$ cat config.mk
export PLATFORM = sky130hd
export DESIGN_NAME = vdc_vram_master
export DESIGN_NICKNAME = d
export VERILOG_FILES = /design/src/rtl/vdc_pkg.sv /design/src/rtl/vdc_addr_step.sv /design/src/rtl/vdc_vram_master.sv
export SDC_FILE = /design/constraint.sdc
export NUM_CORES = 1
export LEC_CHECK = 0
export CORE_ASPECT_RATIO = 0.8
export CORE_UTILIZATION = 45
export CTS_BUF_LIST = sky130_fd_sc_hd__clkbuf_4
export DETAILED_ROUTE_END_ITERATION = 6
export GPL_TIMING_DRIVEN = 0
export PLACE_DENSITY_LB_ADDON = 0.12
export SYNTH_ARGS = -nofsm -noshare
export SYNTH_HDL_FRONTEND = slang
export SYNTH_SLANG_ARGS = --single-unit
$ cat constraint.sdc
create_clock -name clock -period 3.4 [get_ports clock]
set_input_delay 0.68 -clock clock [delete_from_list [all_inputs] [get_ports clock]]
set_output_delay 0.68 -clock clock [all_outputs]
set_load 0.005 [all_outputs]
$ cat src/rtl/vdc_pkg.sv
// rtl/vdc_pkg.sv - shared types and address-step helper for the VDC VRAM master
package vdc_pkg;

  typedef enum logic [1:0] {
    IDLE    = 2'd0,
    WR_WAIT = 2'd1,
    RD_WAIT = 2'd2,
    RD_CAP  = 2'd3
  } cpu_state_t;

  localparam logic [1:0] INC_1   = 2'b00;
  localparam logic [1:0] INC_32  = 2'b01;
  localparam logic [1:0] INC_64  = 2'b10;
  localparam logic [1:0] INC_128 = 2'b11;

  function automatic logic [15:0] step_of(input logic [1:0] sel);
    case (sel)
      INC_1:   step_of = 16'd1;
      INC_32:  step_of = 16'd32;
      INC_64:  step_of = 16'd64;
      default: step_of = 16'd128;
    endcase
  endfunction

endpackage

$ cat src/rtl/vdc_addr_step.sv
// rtl/vdc_addr_step.sv - 16-bit address register with load and wrapping increment
// addr_nxt is the value the register takes at this edge, so an access granted now sees a same-edge load/step.
module vdc_addr_step (
  input  logic        clock,
  input  logic        reset_N,
  input  logic        ld,
  input  logic [15:0] ld_val,
  input  logic        inc,
  input  logic [15:0] step,
  output logic [15:0] addr_nxt
);

  logic [15:0] addr;

  always_comb begin
    addr_nxt = addr;
    if (ld)
      addr_nxt = ld_val;
    else if (inc)
      addr_nxt = addr + step;
  end

  always_ff @(posedge clock or negedge reset_N) begin
    if (!reset_N)
      addr <= 16'h0000;
    else
      addr <= addr_nxt;
  end

endmodule

$ cat src/rtl/vdc_vram_master.sv
// rtl/vdc_vram_master.sv - HuC6270 VRAM port arbiter between display fetch and CPU MAWR/MARR/VWR/VRR
// Build option: VDC_READ_PREFETCH_EN makes marr_ld prefetch into vrr_data.
module vdc_vram_master
  import vdc_pkg::*;
(
  input  logic        clock,
  input  logic        reset_N,
  input  logic [15:0] cpu_data,
  input  logic        mawr_ld,
  input  logic        marr_ld,
  input  logic        vwr_wr,
  input  logic        vrr_rd,
  input  logic [1:0]  inc_sel,
  output logic [15:0] vrr_data,
  output logic        cpu_busy,
  input  logic        fetch_req,
  input  logic [15:0] fetch_addr,
  output logic        fetch_ack,
  output logic        fetch_valid,
  output logic [15:0] fetch_data,
  output logic [15:0] MA,
  output logic        re,
  output logic        we,
  output logic [15:0] MD_in,
  input  logic [15:0] MD_out
);

  cpu_state_t  state, state_n;
  logic [15:0] mawr_nxt, marr_nxt, wr_buf, step;
  logic        rd_tag, pf_defer, pf_defer_n, pf_now, busy_n;
  logic        mawr_g, marr_g, vwr_g, vrr_g, wr_acc, rd_acc;
  logic        pend_wr, pend_rd, grant_wr, grant_rd, cap_cpu, cap_fetch;

  assign step = step_of(inc_sel);

  // Strobes are one-hot; on collision the lower-priority ones are dropped.
  assign mawr_g = mawr_ld;
  assign marr_g = marr_ld & ~mawr_ld;
  assign vwr_g  = vwr_wr & ~mawr_ld & ~marr_ld;
  assign vrr_g  = vrr_rd & ~mawr_ld & ~marr_ld & ~vwr_wr;
  assign wr_acc = vwr_g & ~cpu_busy;
  assign rd_acc = vrr_g & ~cpu_busy;

  // rd_tag marks the read on the bus this cycle as the CPU's; MD_out is captured at the edge ending it.
  assign cap_cpu   = re & rd_tag;
  assign cap_fetch = re & ~rd_tag;

  vdc_addr_step u_mawr (
    .clock    (clock),
    .reset_N  (reset_N),
    .ld       (mawr_g),
    .ld_val   (cpu_data),
    .inc      (we),
    .step     (step),
    .addr_nxt (mawr_nxt)
  );

  vdc_addr_step u_marr (
    .clock    (clock),
    .reset_N  (reset_N),
    .ld       (marr_g),
    .ld_val   (cpu_data),
    .inc      (cap_cpu),
    .step     (step),
    .addr_nxt (marr_nxt)
  );

`ifdef VDC_READ_PREFETCH_EN
  // A MARR load that lands mid-access is remembered and prefetched once the FSM is idle again.
  assign pf_now = (marr_g & (state == IDLE)) | (pf_defer & (state == IDLE));
  always_comb begin
    pf_defer_n = pf_defer;
    if (state == IDLE)
      pf_defer_n = 1'b0;
    if (marr_g && (state == WR_WAIT || state == RD_CAP))
      pf_defer_n = 1'b1;
  end
`else
  assign pf_now     = 1'b0;
  assign pf_defer_n = 1'b0;
`endif

  always_comb begin
    pend_wr  = (state == WR_WAIT) | wr_acc;
    pend_rd  = (state == RD_WAIT) | rd_acc | pf_now;
    grant_wr = ~fetch_req & pend_wr;
    grant_rd = ~fetch_req & ~pend_wr & pend_rd;
    state_n  = IDLE;
    if (pend_wr)
      state_n = grant_wr ? IDLE : WR_WAIT;
    else if (pend_rd)
      state_n = grant_rd ? RD_CAP : RD_WAIT;
    busy_n = (state_n != IDLE) | pf_defer_n;
  end

  always_ff @(posedge clock or negedge reset_N) begin
    if (!reset_N) begin
      state       <= IDLE;
      pf_defer    <= 1'b0;
      cpu_busy    <= 1'b0;
      wr_buf      <= 16'h0000;
      rd_tag      <= 1'b0;
      re          <= 1'b0;
      we          <= 1'b0;
      MA          <= 16'h0000;
      MD_in       <= 16'h0000;
      fetch_ack   <= 1'b0;
      fetch_valid <= 1'b0;
      fetch_data  <= 16'h0000;
      vrr_data    <= 16'h0000;
    end else begin
      state     <= state_n;
      pf_defer  <= pf_defer_n;
      cpu_busy  <= busy_n;
      re        <= fetch_req | grant_rd;
      we        <= grant_wr;
      fetch_ack <= fetch_req;
      rd_tag    <= grant_rd;
      if (wr_acc)
        wr_buf <= cpu_data;
      if (fetch_req) begin
        MA <= fetch_addr;
      end else if (grant_wr) begin
        MA    <= mawr_nxt;
        MD_in <= wr_acc ? cpu_data : wr_buf;
      end else if (grant_rd) begin
        MA <= marr_nxt;
      end
      fetch_valid <= cap_fetch;
      if (cap_fetch)
        fetch_data <= MD_out;
      if (cap_cpu)
        vrr_data <= MD_out;
    end
  end

endmodule
Word level (Yosys, flattened, before mapping)
Cells that the tools add are included.
{"block": "classes", "addsub": 2, "n_eq_ne": 4, "n_mux": 13, "n_bitwise": 23, "n_reduce_logical": 4}
{"operator": "$mux W16", "n": 8}
{"operator": "$add A16 B8 Y16", "n": 2}
{"operator": "$pmux W8 S3", "n": 1}
{"operator": "$and A1 B1 Y1", "n": 13}
{"operator": "$not A1 Y1", "n": 7}
{"operator": "$eq A2 B1 Y1 const B", "n": 2}
{"operator": "$eq A2 B2 Y1 const B", "n": 2}
{"operator": "$mux W2", "n": 2}
{"operator": "$or A1 B1 Y1", "n": 3}
{"operator": "$reduce_bool A3 Y1", "n": 1}
{"operator": "$logic_not A2 Y1", "n": 1}
{"operator": "$mux W1", "n": 2}
{"operator": "$reduce_and A2 Y1", "n": 1}
{"operator": "$reduce_bool A2 Y1", "n": 1}
{"block": "word_totals", "reg_bits": 120}

Depth between registers and ports, before layout
{"block": "logic_depth", "ltp_word": 12, "mapped_depth": 11, "depth_no_buf": 10}

By module
Synthesis repeated with hierarchy kept, for this count alone.
{"block": "hier_totals", "cells_unflattened": 584, "area_unflattened_um2": 6627.6}
{"mod": "vdc_vram_master", "n_inst": 1, "cells_each": 244, "area_each_um2": 3728.6, "seq_area_each_um2": 2202.1}
{"mod": "vdc_addr_step (u_marr)", "n_inst": 1, "cells_each": 172, "area_each_um2": 1467.7, "seq_area_each_um2": 400.4}
{"mod": "vdc_addr_step (u_mawr)", "n_inst": 1, "cells_each": 168, "area_each_um2": 1431.4, "seq_area_each_um2": 400.4}

Least setup slack after synthesis
No wires, ideal clock.
{"block": "synth_path", "path_type": "in2reg", "start": "input inc_sel[1]", "end": "register MA[8]", "setup_time_ns": 0.078, "arrival_time_ns": 2.611, "t_required_ns": 3.322, "path_slack_ns": 0.711, "path_stages": 11, "cell_sequence": "buf_4 > nor2_1 > ha_1 > ha_1 > nand4_1 > o211ai_1 > nor2_2 > or4_1 > a21oi_1 > nor4_1 > o2bb2ai_1"}
{"block": "synth_between", "elab_chain_len": 8}
{"element": "start, declared", "line": "vdc_vram_master.sv:13", "source": "input logic [1:0] inc_sel,"}
{"element": "$eq A2 B2 Y1 (tied with other cells)", "line": "vdc_pkg.sv:17", "source": "case (sel)"}
{"element": "$pmux W8 S3 *", "line": "vdc_pkg.sv:17"}
{"element": "$add A16 B8 Y16", "line": "vdc_addr_step.sv:20", "source": "addr_nxt = addr + step;"}
{"element": "$mux W16", "line": "vdc_addr_step.sv:19", "source": "else if (inc)"}
{"element": "$mux W16", "line": "vdc_addr_step.sv:17", "source": "if (ld)"}
{"element": "$mux W16", "line": "vdc_vram_master.sv:126", "source": "end else if (grant_rd) begin"}
{"element": "$mux W16 *", "line": "vdc_vram_master.sv:123", "source": "end else if (grant_wr) begin"}
{"element": "$mux W16 *", "line": "vdc_vram_master.sv:121", "source": "if (fetch_req) begin"}
{"element": "end signal, assigned", "line": "vdc_vram_master.sv:122", "source": "MA <= fetch_addr;"}
{"element": "end signal, assigned", "line": "vdc_vram_master.sv:124", "source": "MA <= mawr_nxt;"}
{"element": "end signal, assigned", "line": "vdc_vram_master.sv:127", "source": "MA <= marr_nxt;"}
{"element": "end, declared", "line": "vdc_vram_master.sv:21", "source": "output logic [15:0] MA,"}
Mark *: on every way between the ends. The rest lies on a longest branch, timed or not. The select of a mux whose other input is x is not followed.
A chain may end at the register's enable or synchronous reset.

Final worst setup path
{"block": "layout_path", "start": "input inc_sel[0]", "end": "register MA[8]"}
Same word-level chain as after synthesis.

==> reports/qor.yml <==
outcome: "finished, final reports clean"
drt-total-wl_um: 16900
holdPathEnd: "MA[5]"
via_per_inst: 5.60
synthMuxAreaShare_pct: 10.1
rsz0062_at_grt: "false"
numCtsBuffers: 17
synth_top_family_by_area: "simple AND/OR/NAND/NOR gates"
synth_compound_area_share_pct: 14.2
insertion_delay_ns: 0.53
ys_ff_latch: 120
cp_max_fo: 10
rows: 37
async_flop_share_pct: 100
finalPower_mw: 4.97
grt_pass1_wl_um: 26600
root_buffer: "clkbuf_4"
cap_violations: 0
holdWs_ns: 0.489
fin_area_mm2: 0.00771
multiInputGateArea_mm2: 0.00278
h-tree-depth: 4
tightest_slew_ns: 1.01
synth_cells: 579
wl_per_cell_um: 18.5
busiest_layer: "met1"
io_buffer_count: 125
leakage_nw: 3.17
synthAdderAreaFrac_pct: 1.26
place_ws_ns: -0.250
finalSetupViolations: 0
endpoint_kind: "register"
synth-simple-area-share_pct: 17.9
clk_pin_slew_ns: 0.11
powerDensity_mw_per_mm2: 644
finalHoldViolCount: 0
holdCritPathClass: "register to register"
antenna_found_initial: 0
nFillCells: 1151
synth_area_mm2: 0.00595
grt_pass1_vias: 4864
finalCoreUtilization_pct: 59.9
drc: 0
synth_flop_cell: "dfrtp_1"
placed_cell_area_mm2: 0.00745
synth_xor_area_share_pct: 3.24
post_cts_buffers: 0
place_congestion: 0.904
ff2ff_setup_slack_ns: 0.78
grt_max_degree: 92
final.min_clock_period_ns: 3.25
num-nets-final: 788
hold_buffers: 1
grt-ovfl-total: 0
synth_cell_type_count: 69
met2_usage_pct: 37.5
syn_to_final_growth_pct: 29.7
clock_sinks: 120
crit_required_ns: 3.79
seq_area_frac_synth_pct: 50.5
max_freq_mhz: 308
die_x_um: 131
use_met1_pct: 39.4
irDropWorstVdd_uv: 442
antenna_cells: 0
regArea_mm2: 0.00300
antenna_left: 0
slew_viol_final: 0
start_kind: "input pin"
io_pins: 126
synth-edff-count: 0
setup_slack_ns: 0.154
arrival_ns: 3.64
grtUsageTotal_pct: 26.1
r2r_start: "cpu_busy"
ctsResizeCount: 0
dpl.hpwl_um: 12500
min-delay-start: "MA[5]"
cts_tree: "done"
syn_nets: 642
regToRegEndpoint: "MD_in[14]"
r2r.worst_path.cells: 7
die_h_um: 105
avgSynthCellArea_um2: 10.3
start_util_pct: 46.2
firstDrtPassIters: 5
skew_ns: 0.0249
relSlewSlack_pct: 32.2
layout_worst_path_cycle_share_pct: 95.5
grt.met3_usage_pct: 6.09
critPathKind: "input pin to register"
holdPathStages: 2
yosysWarnings: 0
dieArea_mm2: 0.0137
drt_iter0_markers: 404
core_area_mm2: 0.0129
drive_above_1_share_pct: 15.2
vias: 5110
clk_path_buf_depth: 2
==> per-layer routing <==
layer	wire [um]	vias up
met5	0	-
met2	7390	221
li1	-	2371
met3	1280	12
met1	8140	2506
met4	117	0
==> synth_stat cells, types with 5 or more instances <==
library cell,count,area (um^2)
a21oi_1,35,175
a31oi_1,7,43.8
and3_1,6,37.5
buf_2,5,25.0
clkbuf_1,16,60.1
dfrtp_1,120,3000
ha_1,6,75.1
inv_1,10,37.5
mux2_2,50,563
nand2_1,105,394
nand2b_1,5,31.3
nand3_1,8,40.0
nand3b_1,5,37.5
nand4_1,6,37.5
nor2_1,36,135
nor2b_1,5,31.3
nor3_1,10,50.1
o21ai_0,24,120
o22ai_1,8,50.1
xnor2_1,12,105
xor2_1,10,87.6
==> worst max-delay path, cell delays in order <==
cell             delay [ns]
clkdlybuf4s50_1        0.51
buf_4                  0.22
nor2_1                 0.16
ha_1                   0.25
ha_1                   0.20
nand4_1                0.19
o211ai_1               0.41
nor2_2                 0.15
nand3b_1               0.12
a21oi_1                0.08
nor4_1                 0.54
o2bb2ai_1              0.14
==> power breakdown <==
part           internal, mW  total (mW)  switching (mW)  leakage, nW
Combinational          1.07        1.86           0.797         1.61
Sequential             1.89        2.15           0.261         1.42
Clock                 0.364       0.959           0.595        0.134
Total                  3.32        4.97            1.65         3.17
==> worst max path at each step <==
stage	slack [ns]	to	startpoint	cells after the start
final	0.15	MA[8]	inc_sel[0]	12
after global routing	0.07	MA[8]	inc_sel[0]	12
after CTS	0.31	MA[8]	inc_sel[0]	12
after detailed placement	-0.25	MA[8]	inc_sel[0]	12
after global placement	-3.02	MD_in[9]	reset_N	1
after floorplan	0.71	MA[8]	inc_sel[1]	11
==> sequential cells by signal (all words and copies together), names as in the netlist, 2 cells and up <==
signal and count:
MA 16, MD_in 16, fetch_data 16, state 2
u_marr.addr 16, u_mawr.addr 16, vrr_data 16, wr_buf 16
==> stage by stage <==
step,instances,setup TNS (ns)
global placement,879,-361.77
floorplan,579,0
CTS,913,0
finish,913,0
global route,913,0
detailed placement,880,-1.04
==> cells in the final DEF, fill, tap and decap left out, drive strengths merged, types with 3 or more instances in the layout <==
cell / count
a21o: 3
a21oi: 35
a221o: 3
a221oi: 3
a311oi: 3
a31oi: 7
and2: 4
and3: 6
and4: 3
buf: 14
clkbuf: 33
clkdlybuf4s50: 124
clkinv: 7
clkinvlp: 3
dfrtp: 120
ha: 6
inv: 14
mux2: 50
mux2i: 4
nand2: 105
nand2b: 5
nand3: 9
nand3b: 5
nand4: 6
nor2: 37
nor2b: 5
nor3: 12
nor3b: 3
nor4: 5
nor4b: 3
o2111ai: 3
o211ai: 4
o21a: 3
o21ai: 28
o22ai: 8
o311ai: 4
o31ai: 3
xnor2: 12
xor2: 10
==> logic make-up (layout without fill, tap and decap cells) <==
family | count (synthesis) | in the layout
XOR/XNOR | 22 | 22
AO/OA/AOI/OAI | 124 | 124
buffers and inverters | 38 | 197
adder cells (fa/ha/maj) | 6 | 6
AND/OR/NAND/NOR | 215 | 215
multiplexers | 54 | 54
flip-flops | 120 | 120
==> area by class of cell <==
cell class / instances / share of cell area [%]
buffer: 28 / 1.64
clock buffer: 17 / 1.65
clock inverter: 15 / 1.65
inverter: 10 / 0.487
multi-input combinational: 421 / 36.1
sequential: 120 / 38.9
tap: 175 / 2.84
timing repair buffer: 127 / 16.7
No activity file was read; power rests on OpenSTA's default activity.
